<file path="src/rtl/data_memory_sized.sv">
// data_memory_sized: byte-addressable doubleword memory with power-up clear, sized loads/stores and fault reporting
module data_memory_sized #(
  parameter int DEPTH = 64,
  parameter int ADDR_WIDTH = 64
) (
  input  logic                  clk,
  input  logic                  rst,
  input  logic                  MemWrite,
  input  logic                  MemRead,
  input  logic [ADDR_WIDTH-1:0] MemAddr,
  input  logic [63:0]           WriteData,
  input  logic [1:0]            MemSize,
  input  logic                  MemUnsigned,
  output logic [63:0]           ReadData,
  output logic                  ReadValid,
  output logic                  Ready,
  output logic                  Fault
);
  localparam int IW = $clog2(DEPTH);
  localparam logic [ADDR_WIDTH-1:0] LIMIT = ADDR_WIDTH'(DEPTH * 8);
  localparam logic CLEAR = 1'b0;
  localparam logic IDLE = 1'b1;

  logic          state;
  logic [IW-1:0] clrIdx;
  logic [63:0]   mem [DEPTH];
  logic [IW-1:0] idx;
  logic [2:0]    offset;
  logic [5:0]    shamt;
  logic [2:0]    alignMask;
  logic [7:0]    byteMask;
  logic [63:0]   bitMask;
  logic [63:0]   raw;
  logic [63:0]   loadVal;
  logic          bad;
  logic          request;
  logic          doStore;
  logic          doLoad;

  assign idx     = MemAddr[IW+2:3];
  assign offset  = MemAddr[2:0];
  assign shamt   = {offset, 3'b000};
  assign Ready   = state == IDLE;
  assign request = Ready && (MemRead || MemWrite);
  assign doStore = Ready && MemWrite && !bad;
  assign doLoad  = Ready && MemRead && !MemWrite && !bad;
  assign raw     = mem[idx] >> shamt;

  genvar b;
  for (b = 0; b < 8; b++) begin : g_mask
    assign bitMask[8*b +: 8] = {8{byteMask[b]}};
  end

  // Decode access size into alignment check, byte lanes and the extended load value
  always_comb begin
    alignMask = MemSize == 2'b11 ? 3'b111 : MemSize == 2'b10 ? 3'b011 : MemSize == 2'b01 ? 3'b001 : 3'b000;
    byteMask  = (MemSize == 2'b11 ? 8'hFF : MemSize == 2'b10 ? 8'h0F : MemSize == 2'b01 ? 8'h03 : 8'h01) << offset;
    bad       = |(offset & alignMask) || MemAddr >= LIMIT;
    loadVal   = MemSize == 2'b11 ? raw :
                MemSize == 2'b10 ? {{32{!MemUnsigned && raw[31]}}, raw[31:0]} :
                MemSize == 2'b01 ? {{48{!MemUnsigned && raw[15]}}, raw[15:0]} :
                                   {{56{!MemUnsigned && raw[7]}}, raw[7:0]};
  end

  // Clear sequencer: walk every doubleword once after reset, then accept requests
  always_ff @(posedge clk or negedge rst) begin
    if (!rst) begin
      state  <= CLEAR;
      clrIdx <= '0;
    end else if (state == CLEAR) begin
      clrIdx <= clrIdx + 1'b1;
      state  <= clrIdx == IW'(DEPTH - 1) ? IDLE : CLEAR;
    end
  end

  // Storage: zero fill while clearing, otherwise merge the addressed byte lanes of a store
  always_ff @(posedge clk) begin
    if (state == CLEAR)
      mem[clrIdx] <= '0;
    else if (doStore)
      mem[idx] <= (mem[idx] & ~bitMask) | ((WriteData << shamt) & bitMask);
  end

  // Response registers: load data held between loads, single-cycle valid and fault pulses
  always_ff @(posedge clk or negedge rst) begin
    if (!rst) begin
      ReadData  <= '0;
      ReadValid <= 1'b0;
      Fault     <= 1'b0;
    end else begin
      ReadValid <= doLoad;
      Fault     <= request && bad;
      if (doLoad)
        ReadData <= loadVal;
    end
  end
endmodule
</file>
<file path="config.mk">
export PLATFORM = sky130hd
export DESIGN_NAME = data_memory_sized
export DESIGN_NICKNAME = d
export VERILOG_FILES = /design/src/rtl/data_memory_sized.sv
export SDC_FILE = /design/constraint.sdc
export NUM_CORES = 2
export LEC_CHECK = 0
export CAP_MARGIN = 20
export CORE_ASPECT_RATIO = 0.8
export CORE_MARGIN = 4
export CORE_UTILIZATION = 45
export DETAILED_ROUTE_END_ITERATION = 16
export HOLD_SLACK_MARGIN = 0.02
export PLACE_DENSITY_LB_ADDON = 0.05
export SKIP_CTS_REPAIR_TIMING = 1
export SYNTH_ARGS = -nofsm -noshare
export SYNTH_HDL_FRONTEND = slang
export SYNTH_SLANG_ARGS = --single-unit
</file>
<file path="constraint.sdc">
create_clock -name clk -period 11.1 [get_ports clk]
set_input_delay 3.33 -clock clk [delete_from_list [all_inputs] [get_ports clk]]
set_output_delay 3.33 -clock clk [all_outputs]
set_load 0.01 [all_outputs]
</file>
==> After elaboration in Yosys (flattened, before gate mapping) <==
Memories as Yosys holds them, arrays and structs flattened.
Cells that the tools add are included.
{ "op_classes": {"addsub": 1, "muxes": 18, "eq_ne": 4, "multipliers": 0, "n_lt_le_gt_ge": 1, "reduce_logical": 17, "div": 0, "bitwise": 5, "shifts": 3} }
{ "op_table": {"columns": ["op", "n"], "rows": [
  ["64-bit 2-to-1 mux", 4],
  ["64-bit bitwise AND", 2],
  ["64-bit by 10-bit >= comparator with 1-bit output (second input constant)", 1],
  ["64-bit NOT", 1],
  ["64-bit bitwise OR", 1],
  ["64-bit OR reduction", 1],
  ["64-bit by 6-bit << shifter with 64-bit output", 1],
  ["64-bit by 6-bit >> shifter with 64-bit output", 1],
  ["1-bit logical AND", 10],
  ["1-bit 2-to-1 mux", 8],
  ["8-bit 2-to-1 mux", 1],
  ["8-bit by 3-bit << shifter with 8-bit output", 1],
  ["6-bit by 1-bit adder with 6-bit output (second input constant)", 1],
  ["6-bit == test (second input constant)", 1],
  ["6-bit 2-to-1 mux", 1],
  ["2-bit == test (second input constant)", 2],
  ["2-bit 2-to-1 mux", 2],
  ["4-bit 2-to-1 mux", 1],
  ["3-bit bitwise AND", 1],
  ["1-bit zero test", 3],
  ["3-bit 2-to-1 mux", 1],
  ["3-bit OR reduction", 1],
  ["2-bit by 1-bit == test with 1-bit output (second input constant)", 1],
  ["1-bit logical OR", 2]
]} }
{ "word_totals": {"inputBits": 135, "latch_bits": 0, "elab_cells": 55, "ram_bits": 4096, "n_memories": 1, "out_inout_bits": 67, "romBits": 0, "register_bits": 73} }
{ "mem_list": {"columns": ["memory", "words", "width", "rd", "rd_clocked_by_memory_dff", "write_ports", "line", "source"], "rows": [
  ["mem", 64, 64, 1, 0, 1, "26", "logic [63:0] mem [DEPTH];"]
]} }

==> Depth between registers and ports, before layout <==
{ "logic_depth": {"depth_word": 14, "ltp_mapped": 17} }

==> Least setup slack after synthesis <==
No wires, ideal clock.
{ "synth_path": {"path_kind": "input-to-reg", "startpoint": "input port MemSize[1]", "endpoint": "memory mem[0][34] (data pin)", "path_buffers": 5, "stages": 11, "setup_slack_ns": 2.355, "t_arrival_ns": 8.024, "setup_time_ns": 0.721, "required_time_ns": 10.379, "cell_sequence": "clkbuf_1 > inv_1 > o21ai_0 > nor4_1 > o2111ai_1 > or2_2 > clkbuf_1 > clkbuf_1 > clkbuf_1 > clkbuf_1 > a211oi_1"} }
{ "synth_between": {"elab_chain_cells": 14} }
{ "synth_lines": {"columns": ["element", "line", "source"], "rows": [
  ["start, declared", "12", "input logic [1:0] MemSize,"],
  ["2-bit by 1-bit == test with 1-bit output", "56, 57", null],
  ["1-bit 2-to-1 mux", "56", "alignMask = MemSize == 2'b11 ? 3'b111 : MemSize == 2'b10 ? 3'b011 : MemSize == 2'b01 ? 3'b001 : 3'b000;"],
  ["2-bit 2-to-1 mux", "56", null],
  ["3-bit 2-to-1 mux", "56", null],
  ["3-bit bitwise AND", "58", "bad = |(offset & alignMask) || MemAddr >= LIMIT;"],
  ["3-bit OR reduction", "58", null],
  ["1-bit logical OR", "58", null],
  ["1-bit zero test", "45", "assign doStore = Ready && MemWrite && !bad;"],
  ["1-bit logical AND", "45", null],
  ["1-bit 2-to-1 mux", "80", "else if (doStore)"],
  ["1-bit 2-to-1 mux", "78", "if (state == CLEAR)"],
  ["1-bit 2-to-1 mux (not written as such)", "81", "mem[idx] <= (mem[idx] & ~bitMask) | ((WriteData << shamt) & bitMask);"],
  ["64-bit OR reduction (no source line)", null, null],
  ["64-bit 2-to-1 mux (no source line) *", null, null],
  ["end, declared", "26", null]
]} }
Every way passes the cells marked *; elsewhere a longest branch is shown, timed or not.

==> Worst setup path in the final report <==
{ "layout_path": {"startpoint": "input port MemAddr[3]", "endpoint": "register ReadData[34]"} }
{ "layout_between": {"elab_chain_cells": 6} }
{ "layout_lines": {"columns": ["element", "line", "source"], "rows": [
  ["start, declared", "10", "input logic [ADDR_WIDTH-1:0] MemAddr,"],
  ["memory read 64 x 64 bit", null, null],
  ["64-bit by 6-bit >> shifter with 64-bit output", "47", "assign raw = mem[idx] >> shamt;"],
  ["1-bit logical AND (on tied branches)", "62, 61", null],
  ["64-bit 2-to-1 mux", "61", "MemSize == 2'b01 ? {{48{!MemUnsigned && raw[15]}}, raw[15:0]} :"],
  ["64-bit 2-to-1 mux", "60", "MemSize == 2'b10 ? {{32{!MemUnsigned && raw[31]}}, raw[31:0]} :"],
  ["64-bit 2-to-1 mux", "59", "loadVal = MemSize == 2'b11 ? raw :"],
  ["end signal, assigned", "94", "ReadData <= loadVal;"],
  ["end, declared", "14", "output logic [63:0] ReadData,"]
]} }
Several ways; a longest one is shown, not always the timed one.
A chain may end at the register's enable or synchronous reset.

==> results.md <==
* CTS tree: yes
* Setup violations, final at 0
* Clk Latency, worst-skew pair at 1.01 ns
* RSZ-0062 raised after global routing: no
* Dpl hpwl at 342 mm
* #FFs+latches synth at 4,169
* Total CTS buffers at 419
* Clock-pin slew on the worst setup and hold paths at 0.06 ns
* # IOs at 202
* Port bufs at 201
* Dpl cell area at 174,000 um2
* Vias per cell at 6.48
* Worst Hold Class: flip-flop to flip-flop
* Yosys cell types at 84
* Setup_tns at 0 ns
* Max_cap viols at 0
* Layer with the highest usage: met2
* Initial Util at 45.2%
* DRT iter0 DRCs at 12.7k
* Minimum clock period at 8.37 ns
* Multi-input gate area at 37,400 um2
* Final wirelength at 563 mm
* Worst EP required at 11.95 ns
* Layout cells sized above 1 at 27.1%
* Clock skew at 0.0712 ns
* Top-count cell post-synth: edfxtp_1
* Syn_nets at 7,650
* Vias in the first global route at 83.5k
* Die width at 683 um
* Dominant cell type by area after synthesis: edfxtp_1
* DR WL/cell at 42.5 um
* Mapped Area at 164,000 um2
* CTS Sinks at 4,169
* Clk buf depth at 4
* Synth cell count leaders: 4,096 x edfxtp_1, 1,050 x mux4_2, 408 x mux2i_1
* Core area at 363,000 um2
* FF+latch area at 125,000 um2
* Outcome: finished clean
* Kind of critical path: primary input to flip-flop
* Synth top area cells: edfxtp_1 75%, mux4_2 14%, mux2i_1 2.5%, dfrtp_1 1.1%, nor2_1 0.72%
* Post-layout instance area at 188,000 um2
* CP Launch Type: primary input
* Standard-cell row count at 198
* Final Hold Fails at 0
* Largest fanout on the critical path at 93
* Routed Antenna Nets at 0
* Gr usage total at 29.7%
* Worst Tran Pin Value at 1.23 ns
* EDFF count, synth at 4,096
* Leakage at 49.2 nW
* Max Clk Rate at 119 MHz
* Die Ht at 548 um
* Average cell area after synthesis at 21.8 um2
* Gp weighted congestion at 0.955
* First-pass GRT wire length at 755 mm
* Root Buffer: clkbuf_16
* Post-synth top area share at 74.9%
* GR Overflow Total at 0
* Top_reg_cell synth: edfxtp_1
* Relative slew slack at 17.0%
* Met2 Use GR at 43.9%
* GRT met3 Usage at 6.27%
* Ys async rst share at 1.75%
* DRC Markers at 0
* Area delta synth->final at 14.3%
* Pin count of the biggest net entering global routing at 106
* Mapped Cells at 7,514
* Peak supply drop at 0.000148 V
* Nets at 8,215
* Final Max Tran Viols at 0
* Utilization after layout at 51.6%
* H-tree levels at 5
* Antenna violations before repair at 55
* Crit path DAT at 9.22 ns
* Full die area at 374,000 um2
* Worst setup EP type: flip-flop
* Via Count at 85.8k
* Power Dens Cells at 173 nW/um2
* 1st-pass router iterations at 6
* GR Util met1 at 43.2%
* Register area share after synthesis at 76.1%
* Warnings, synthesis at 0
* Fill cell count at 28.4k
* Final cycle utilization of the critical path at 75.4%
[cell usage in the layout (no fill, tap or decap), drive strengths merged, types with 29 or more instances in the layout]
cell type and instances:
a211oi 66, a21oi 174, a221oi 68, a22oi 107, buf 391, bufinv 43
clkbuf 519, clkdlybuf4s50 191, clkinv 188, dfrtp 73, edfxtp 4096, inv 29
mux2 32, mux2i 408, mux4 1050, nand2 171, nand3 47, nor2 317
nor3 37, o21ai 103, o221ai 32, o22ai 56
[worst max-delay path, stage by stage]
cell	delay, ns
buf_16	0.31
buf_12	0.66
and2_1	0.64
a21oi_1	0.15
a31oi_1	0.48
o21ai_0	0.36
o22ai_1	0.53
o221ai_1	0.20
a211oi_1	0.56
a31oi_1	0.37
a31oi_4	0.81
buf_4	0.37
a21oi_2	0.07
[where the power goes]
part	internal, mW	switching (mW)
registers	17.0	0
clock network	8.09	6.09
logic	0.374	0.824
[flip-flops by register name (all words and copies together), names as in the netlist]
register / cells
mem: 4096
ReadData: 64
clrIdx: 6
Fault: 1
ReadValid: 1
Ready: 1
[cell type report]
cell class / instances / share of cell area (%)
diodes: 16 / 0.0213
multi-input cells: 2884 / 19.9
flip-flops and latches: 4169 / 66.6
clock buffers: 519 / 5.92
clock inverters: 253 / 1.31
inverters: 23 / 0.0547
well taps: 4800 / 3.20
repair buffers: 582 / 3.03
[through the flow]
stage	instances	setup WS, ns	power, mW	hold slack (ns)
global placement	12500	1.63	18.5	0.495
global route	13200	2.71	33.3	0.538
detailed placement	12500	1.75	18.5	0.494
CTS	13200	2.81	32.6	0.507
finish	13200	2.73	32.4	0.508
floorplan	7514	2.35	18.0	0.456
[final timing paths]
path                              startpoint           end  slack, ns  depth (start not counted)
max in group asynchronous                rst   ReadData[1]       7.70                          2
worst max-delay path              MemAddr[3]  ReadData[34]       2.73                         13
min in group asynchronous                rst  ReadData[31]       2.30                          1
worst min-delay path            ReadData[31]  ReadData[31]       0.51                          2
worst max register to register         Ready   mem[22][54]       6.33                          8
worst min register to register  ReadData[31]  ReadData[31]       0.51                          2
[cell families (layout without fill, tap and decap cells)]
kind of cell               Yosys count  after routing  synth area share, %
AOI/OAI and AO/OA                  722            722                 3.09
xor gates and xnor gates             5              5               0.0267
and+or+nand+nor                    666            666                 1.75
DFF                               4169           4169                 76.1
muxes                             1490           1490                 17.1
adders and majority gates            1              1              0.00762
buffers and inverters              461           1377                 1.94
other                                0             16                    0
[layer usage]
| layer | vias up | wire length [um] |
|---|---|---|
| met5 | - | 139 |
| met4 | 20 | 28300 |
| met3 | 912 | 53000 |
| met2 | 4681 | 250000 |
| met1 | 47100 | 231000 |
| li1 | 33000 | - |
No activity file was read; power rests on OpenSTA's default activity.
